--- config.mk ---
export PLATFORM = sky130hd
export DESIGN_NAME = fpu_ftoi_seq
export DESIGN_NICKNAME = d
export VERILOG_FILES = /design/src/rtl/fpu_ftoi_seq.sv
export SDC_FILE = /design/constraint.sdc
export NUM_CORES = 1
export LEC_CHECK = 0
export CAP_MARGIN = 20
export CORE_MARGIN = 2
export CORE_UTILIZATION = 45
export CTS_CLUSTER_DIAMETER = 150
export DETAILED_ROUTE_END_ITERATION = 6
export PLACE_DENSITY = 0.76
export SLEW_MARGIN = 10
export SYNTH_ARGS = -nofsm -noshare
export SYNTH_HDL_FRONTEND = slang
export SYNTH_SLANG_ARGS = --single-unit
--- constraint.sdc ---
create_clock -name Clk_CI -period 3.79 [get_ports Clk_CI]
set_clock_uncertainty 0.15 [all_clocks]
set_input_delay 0.758 -clock Clk_CI [delete_from_list [all_inputs] [get_ports Clk_CI]]
set_output_delay 0.758 -clock Clk_CI [all_outputs]
set_load 0.02 [all_outputs]
--- src/rtl/fpu_ftoi_seq.sv ---
// ============================================================================
// Module   : fpu_ftoi_seq
// Purpose  : Multi-cycle IEEE-754 single to int32 converter with saturation,
//            iterative right-shift alignment and valid/ready handshakes.
//            Optional macro FPU_FTOI_RNE_EN selects round-to-nearest-even
//            (default build: round-toward-zero).
// Revision : 1.0 - initial release
// ============================================================================
`default_nettype none

module fpu_ftoi_seq #(
    parameter int unsigned C_SHIFT_STEP = 8
) (
    input  logic        Clk_CI,
    input  logic        Rst_RBI,
    input  logic        Flush_SI,
    input  logic        In_valid_SI,
    output logic        In_ready_SO,
    input  logic [31:0] Operand_a_DI,
    output logic        Out_valid_SO,
    input  logic        Out_ready_SI,
    output logic [31:0] Result_DO,
    output logic        Invalid_SO,
    output logic        Inexact_SO
);

    localparam logic [1:0] ST_IDLE  = 2'd0;
    localparam logic [1:0] ST_ALIGN = 2'd1;
    localparam logic [1:0] ST_ROUND = 2'd2;
    localparam logic [1:0] ST_DONE  = 2'd3;
    localparam logic [5:0] C_STEP   = 6'(C_SHIFT_STEP);

    logic [1:0]  state_q, state_d;
    logic [31:0] w_q, w_d;
    logic [5:0]  n_q, n_d;
    logic        guard_q, guard_d, sticky_q, sticky_d, sign_q, sign_d;
    logic        special_q, special_d, spec_inv_q, spec_inv_d, spec_inx_q, spec_inx_d;
    logic [31:0] result_q, result_d;
    logic        invalid_q, invalid_d, inexact_q, inexact_d, out_valid_q, out_valid_d;

    logic        w_op_sign, w_op_nan, w_op_big, w_op_minint, w_op_tiny, w_accept;
    logic [7:0]  w_op_exp;
    logic [22:0] w_op_man;
    logic [31:0] w_sat_val;
    logic [5:0]  w_shift_k, w_n_rem;
    logic [63:0] w_ext;
    logic        w_round_inc;
    logic [31:0] w_round, w_signed;

    assign w_op_sign   = Operand_a_DI[31];
    assign w_op_exp    = Operand_a_DI[30:23];
    assign w_op_man    = Operand_a_DI[22:0];
    assign w_op_nan    = (w_op_exp == 8'd255) && (w_op_man != 23'd0);
    // Biased exponent 158 is e=31: beyond int32 range except for exactly -2^31.
    assign w_op_big    = (w_op_exp >= 8'd158);
    assign w_op_minint = w_op_sign && (w_op_exp == 8'd158) && (w_op_man == 23'd0);
    assign w_op_tiny   = (w_op_exp < 8'd126);
    assign w_sat_val   = (w_op_nan || !w_op_sign) ? 32'h7FFF_FFFF : 32'h8000_0000;
    assign w_accept    = (state_q == ST_IDLE) && In_valid_SI && !Flush_SI;

    // Upper half is the shifted word, lower half holds the bits shifted out.
    assign w_shift_k = (n_q < C_STEP) ? n_q : C_STEP;
    assign w_ext     = {w_q, 32'd0} >> w_shift_k;
    assign w_n_rem   = n_q - w_shift_k;

`ifdef FPU_FTOI_RNE_EN
    assign w_round_inc = guard_q && (sticky_q || w_q[0]);
`else
    assign w_round_inc = 1'b0;
`endif
    assign w_round  = w_q + {31'd0, w_round_inc};
    assign w_signed = sign_q ? (32'd0 - w_round) : w_round;

    always_ff @(posedge Clk_CI or negedge Rst_RBI) begin
        if (!Rst_RBI) begin
            state_q     <= ST_IDLE;
            w_q         <= 32'd0;
            n_q         <= 6'd0;
            guard_q     <= 1'b0;
            sticky_q    <= 1'b0;
            sign_q      <= 1'b0;
            special_q   <= 1'b0;
            spec_inv_q  <= 1'b0;
            spec_inx_q  <= 1'b0;
            result_q    <= 32'd0;
            invalid_q   <= 1'b0;
            inexact_q   <= 1'b0;
            out_valid_q <= 1'b0;
        end else begin
            state_q     <= state_d;
            w_q         <= w_d;
            n_q         <= n_d;
            guard_q     <= guard_d;
            sticky_q    <= sticky_d;
            sign_q      <= sign_d;
            special_q   <= special_d;
            spec_inv_q  <= spec_inv_d;
            spec_inx_q  <= spec_inx_d;
            result_q    <= result_d;
            invalid_q   <= invalid_d;
            inexact_q   <= inexact_d;
            out_valid_q <= out_valid_d;
        end
    end

    always_comb begin
        state_d = state_q;
        case (state_q)
            ST_IDLE:  if (w_accept) state_d = (w_op_big || w_op_tiny) ? ST_ROUND : ST_ALIGN;
            ST_ALIGN: if (w_n_rem == 6'd0) state_d = ST_ROUND;
            ST_ROUND: state_d = ST_DONE;
            ST_DONE:  if (Out_ready_SI) state_d = ST_IDLE;
            default:  state_d = ST_IDLE;
        endcase
        if (Flush_SI) state_d = ST_IDLE;
    end

    always_comb begin
        w_d         = w_q;
        n_d         = n_q;
        guard_d     = guard_q;
        sticky_d    = sticky_q;
        sign_d      = sign_q;
        special_d   = special_q;
        spec_inv_d  = spec_inv_q;
        spec_inx_d  = spec_inx_q;
        result_d    = result_q;
        invalid_d   = invalid_q;
        inexact_d   = inexact_q;
        out_valid_d = out_valid_q;
        case (state_q)
            ST_IDLE: begin
                if (w_accept) begin
                    sign_d   = w_op_sign;
                    guard_d  = 1'b0;
                    sticky_d = 1'b0;
                    n_d      = 6'd0;
                    if (w_op_big) begin
                        special_d  = 1'b1;
                        w_d        = w_op_minint ? 32'h8000_0000 : w_sat_val;
                        spec_inv_d = !w_op_minint;
                        spec_inx_d = 1'b0;
                    end else if (w_op_tiny) begin
                        special_d  = 1'b1;
                        w_d        = 32'd0;
                        spec_inv_d = 1'b0;
                        spec_inx_d = |Operand_a_DI[30:0];
                    end else begin
                        special_d  = 1'b0;
                        spec_inv_d = 1'b0;
                        spec_inx_d = 1'b0;
                        w_d        = {1'b1, w_op_man, 8'd0};
                        n_d        = 6'(8'd158 - w_op_exp);
                    end
                end
            end
            ST_ALIGN: begin
                w_d      = w_ext[63:32];
                guard_d  = w_ext[31];
                sticky_d = sticky_q | guard_q | (|w_ext[30:0]);
                n_d      = w_n_rem;
            end
            ST_ROUND: begin
                if (special_q) begin
                    result_d  = w_q;
                    invalid_d = spec_inv_q;
                    inexact_d = spec_inx_q;
                end else begin
                    result_d  = w_signed;
                    invalid_d = 1'b0;
                    inexact_d = guard_q | sticky_q;
                end
                out_valid_d = 1'b1;
            end
            ST_DONE: if (Out_ready_SI) out_valid_d = 1'b0;
            default: out_valid_d = 1'b0;
        endcase
        if (Flush_SI) begin
            out_valid_d = 1'b0;
            invalid_d   = 1'b0;
            inexact_d   = 1'b0;
        end
    end

    always_comb begin
        In_ready_SO  = (state_q == ST_IDLE);
        Out_valid_SO = out_valid_q;
        Result_DO    = result_q;
        Invalid_SO   = invalid_q;
        Inexact_SO   = inexact_q;
    end

endmodule

`default_nettype wire

After elaboration in Yosys (flattened, before gate mapping). Cells that the tools add are included.

Word-level logic and storage cells: 90. Output and inout port bits: 36. Bits of input ports: 37. Register bits after elaboration: 81.

Reduce and logical (&&, ||, !) cells: 23. Multiplexer cells: 36. Bitwise operators: 2. Equal/unequal tests: 9. Order comparisons: 3. Shift-type cells: 1. Add/subtract/negate cells: 3.

Operators with widths (count): $mux W32 (7); $pmux W32 S2 (1); $shr A64 B6 Y64 (1); $reduce_or A31 Y1 (2); $sub A1 B32 Y32 const A (1); $mux W6 (4); $logic_not A23 Y1 (1); $reduce_bool A23 Y1 (1); $eq A8 B8 Y1 const B (2); $mux W1 (14); $pmux W6 S2 (1); $mux W2 (5); $ge A8 B8 Y1 const B (1); $lt A8 B7 Y1 const B (1); $pmux W2 S4 (1); $logic_not A6 Y1 (1); $lt A6 B4 Y1 const B (1); $ne A3 B3 Y1 const B (2); $pmux W1 S2 (3); $reduce_and A2 Y1 (3); $sub A5 B6 Y6 const A (1); $sub A6 B6 Y6 (1); $logic_and A1 B1 Y1 (5); $eq A2 B2 Y1 const B (2); other kinds (10) (15).

Longest topological paths before layout.
Depth in word-level cells: 8. Depth in mapped cells: 11. Gate-level depth less buffers: 8.

Worst setup path after synthesis. Ideal clock, no wire load.

Path type: input-to-reg. Start: in Operand_a_DI[4]. End: reg w_q[18]. Required time: 3.501 ns. Arrival time: 2.193 ns. Stages: 6. Buffers on the path: 1. Slack: 1.308 ns. Library setup time: 0.139 ns. Path through: or4_1 -> nor2_1 -> nand3_1 -> a31oi_1 -> buf_2 -> a41oi_1.

Longest elaborated chain between the ends: 8. Elaborated cells between the ends (all ways): 10. Those cells by class: mux (5); reduce/logical (5).

Ends and longest elaborated chain: start: declaration (line 19) `input logic [31:0] Operand_a_DI,`; $reduce_bool A23 Y1 (line 53) `assign w_op_nan = (w_op_exp == 8'd255) && (w_op_man != 23'd0);`; $logic_and A1 B1 Y1 (line 53); $logic_or A1 B1 Y1 (line 58) `assign w_sat_val = (w_op_nan || !w_op_sign) ? 32'h7FFF_FFFF : 32'h8000_0000;`; $mux W32 (line 58); $mux W32 (*) (line 140) `w_d = w_op_minint ? 32'h8000_0000 : w_sat_val;`; $mux W32 (*) (line 138) `if (w_op_big) begin`; $mux W32 (*) (line 133) `if (w_accept) begin`; $pmux W32 S2 (*) (line 131) `case (state_q)`; end signal: assignment (line 91) `w_q <= w_d;`; end: declaration (line 34) `logic [31:0] w_q, w_d;`.

Every way passes the cells marked *; elsewhere a longest branch is shown, timed or not. The select of a mux whose other input is x is not followed. A chain may end at the register's enable or synchronous reset.

Final worst setup path.
Start: in Operand_a_DI[6]. End: reg w_q[18].

Same word-level chain as after synthesis.

==> PnR_summary.wiki <==
{| class="wikitable"
! Metric !! Value
|-
| Run status || completed
|-
| H-Tree Depth || 3
|-
| Cell type contributing the most total cell area after synthesis || dfrtp_1
|-
| Congestion Overflow GR || 0
|-
| Clock buffers created by TritonCTS || 9
|-
| Clock insertion delay at the later pin of the skew report || 360 ps
|-
| Dominant cells by area after synthesis || dfrtp_1 (31%), nor2_1 (4.7%), a21oi_1 (4.7%)
|-
| Number of clock sinks || 81
|-
| Die ar. || ~16,000 µm²
|-
| Total of buffers placed on input and output ports || ~70
|-
| Final Max Slew Viols || 0
|-
| Sequential fraction of the synthesis area || between 30% and 40%
|-
| Horizontal die dimension || approximately 130 µm
|-
| All-Layer GR Usage || between 20% and 30%
|-
| Number of buffers inserted to repair setup after CTS || 0
|-
| Synthesized Nets || between 800 and 900
|-
| Die H || between 100 and 150 µm
|-
| Via count normalized by instance count || approximately 6.7
|-
| Area share of the largest cell type after synthesis || between 30% and 40%
|-
| Number of buffers added to fix hold violations after cts || 0
|-
| Number of warnings printed during yosys synthesis || 0
|-
| Proportion of layout cells with a drive suffix above 1 || a little under a tenth
|-
| Core Area || 14,400 µm²
|-
| Worst rel slew slack || 29.8%
|-
| Number of antenna violations at the first check in global routing || 0
|-
| Via count of the first global-routing pass || 6,350
|-
| Residual antenna-violating net count after detailed routing || 0
|-
| Kind of start point of the critical path || primary input
|-
| Clock slew seen by the registers of the worst setup and hold paths || 60 ps
|-
| Slew at the pin closest to its max-slew limit || approximately 1000 ps
|-
| Setup slack after placement || 549 ps
|-
| CP max FO || 22
|-
| Std-Cell Rows || 44
|-
| Post-route DRC violation count || 0
|-
| Deepest clock path buffer count || 2
|-
| Average size of a mapped cell || 8.05 µm²
|-
| Power dissipated by switching net loads || ~3.5 mW
|-
| Post-CTS resize count || 0
|-
| PwrDens || just over 900 nW/µm²
|-
| Most frequently used flop master after synthesis || dfrtp_1
|-
| Inserted Diodes || 0
|-
| Number of design-rule violations left by the first detailed-router iteration || approximately 730
|-
| Finished Cell Area || a little under 8000 µm²
|-
| Final HPWL DP || about 15 mm
|-
| Net count, final || slightly below 900
|-
| Most repeated cell in the gate-level netlist after synthesis || nor2_1
|-
| Number of primary I/O pins || 73
|-
| Share of the cycle needed by the critical path after routing || between 70 and 80%
|-
| Number of hold violations in the final report || 0
|-
| P_int || between 3 and 4 mW
|-
| Count of cell types in the netlist || 80
|-
| Setup-violating endpoint count in the final report || 0
|-
| Share of power burned in registers || between 20% and 30%
|-
| Pin count of the biggest net entering global routing || 82
|-
| Average wire per standard cell || 20.6 µm
|-
| Drt pass-1 iters || 6
|-
| Crit path setup slack, layout || 848 ps
|-
| Clock Root Buffer || clkbuf_16
|-
| Crit path time final || 2940 ps
|-
| Total chip power || between 7 and 8 mW
|-
| Area Growth Syn to Fin || 17.3%
|-
| Critical Path End Type || flop
|-
| Maximum clock rate || 340 MHz
|-
| RSZ-0062 raised after global routing || false
|-
| Worst vdd ir || 376 µV
|-
| GPL Wtd Cong || roughly 0.96
|-
| Reported max-cap violation count || 0
|-
| Non-filler cells in the finished layout || 1,033
|-
| Starting density of the core || between 40% and 50%
|-
| Routed Wire Length || between 20 and 25 mm
|-
| Post-placement cell area || ~7400 µm²
|-
| Leak pwr || roughly 2.9 nW
|-
| Count of state elements after synthesis || 81
|-
| Critical path cell sequence || clkdlybuf4s50_1 -> or4_1 -> nor2_1 -> nand3_1 -> a31oi_1 -> buf_4 -> a41oi_1
|-
| Crit-path max cell delay || ~500 ps
|-
| Setup total negative slack || 0 ps
|-
| Master of the slowest instance on the critical path || or4_1
|-
| Required time reported for the critical path endpoint || between 3000 and 4000 ps
|-
| CTS tree || done
|-
| Vias || 6,878
|-
| Cell count after placement || between 1,000 and 1,500
|-
| Hold Crit Class || in -> async
|-
| Instance count of the mapped netlist || just over 800
|-
| Logic pwr share || between 50% and 60%
|-
| Wire length of the first global-routing pass || 34.4 mm
|-
| Fraction of power spent switching nets || 49.5%
|-
| Worst Path Class, Setup || in -> reg
|-
| Number of flops mapped to enable cells by yosys || 0
|-
| Worst EP arrival || ~3000 ps
|-
| Top cells by instance count after synthesis || nor2_1 (83), dfrtp_1 (81), nand2_1 (65), a21oi_1 (62), clkbuf_1 (53)
|-
| Clock share of power || between 10 and 15%
|-
| Proportion of register bits with asynchronous set or reset after synthesis || 100%
|-
| Cell area after synthesis || approximately 6600 µm²
|}
kinds of logic after synthesis:
family                     Yosys count  share of synthesized area, %
buffers and inverters              112                          7.32
AOI/OAI and AO/OA                  261                          27.4
adders and majority gates            9                          1.71
and+or+nand+nor                    288                          22.5
DFF                                 81                          30.7
xor gates and xnor gates            24                          3.19
other                                1                        0.0569
muxes                               43                          7.11
metrics by stage:
step	hold WS, ps	util [%]
floorplan	299	-
global placement	316	51.3
detailed placement	327	51.3
CTS	339	53.5
global route	238	53.7
finish	192	53.7
area by class of cell:
type | count | area [µm²]
well taps | 184 | 230
flip-flops and latches | 81 | 2030
repair buffers | 105 | 986
inverters | 23 | 86.3
clock buffers | 11 | 253
clock inverters | 3 | 65.1
fillers | 1379 | 6690
multi-input cells | 626 | 4090
path summary, 6_finish.rpt:
kind,start,depth (start not counted),slack (ps),endpoint
max,Operand_a_DI[6],7,850,w_q[18]$_DFFE_PN0P_
min,Rst_RBI,1,190,w_q[17]$_DFFE_PN0P_
max in group asynchronous,Rst_RBI,2,2680,n_q[4]$_DFFE_PN0P_
max reg2reg,state_q[1]$_DFFE_PN0P_,6,890,w_q[24]$_DFFE_PN0P_
min reg2reg,spec_inx_q$_DFFE_PN0P_,2,340,spec_inx_q$_DFFE_PN0P_
min in group Clk_CI,spec_inx_q$_DFFE_PN0P_,2,340,spec_inx_q$_DFFE_PN0P_
flip-flops by register name (all words and copies together), names as in the netlist:
signal        count
Inexact_SO        1
Invalid_SO        1
Out_valid_SO      1
Result_DO        32
guard_q           1
n_q               6
sign_q            1
spec_inv_q        1
spec_inx_q        1
special_q         1
state_q           2
sticky_q          1
w_q              32
power groups by stage:
stage | combinational [mW] | sequential, mW | clock, mW
6_report | 3.99 | 2.06 | 0.970
5_1_grt | 4.33 | 2.11 | 1.01
4_1_cts | 3.92 | 2.02 | 0.978
3_5_place_dp | 3.89 | 2.04 | 0
3_3_place_gp | 3.83 | 2.01 | 0
2_1_floorplan | 2.86 | 1.74 | 0
cell usage in the layout (no fill, tap or decap), types with 20 or more instances in the layout:
cell,synthesis,layout
a21oi_1,62,62
clkdlybuf4s50_1,0,71
nand2_1,65,65
nand3_1,31,31
buf_4,5,33
nor2_1,83,83
a211oi_1,21,21
o21ai_0,26,26
mux2i_1,30,30
dfrtp_1,81,81
inv_1,20,20
a31oi_1,33,33
worst max-delay path: cells and delay by family:
kind,cells,cell delay [ps]
simple gates,3,1110
compound gates,2,370
buf+inv,2,770
layer usage:
| metal | wire [µm] | global-route usage [%] |
|---|---|---|
| met5 | 0 | 0 |
| met1 | 8720 | 37.2 |
| met2 | 9430 | 40.9 |
| met4 | 750 | 12.1 |
| met3 | 2370 | 5.43 |
No activity file was read; power rests on OpenSTA's default activity.
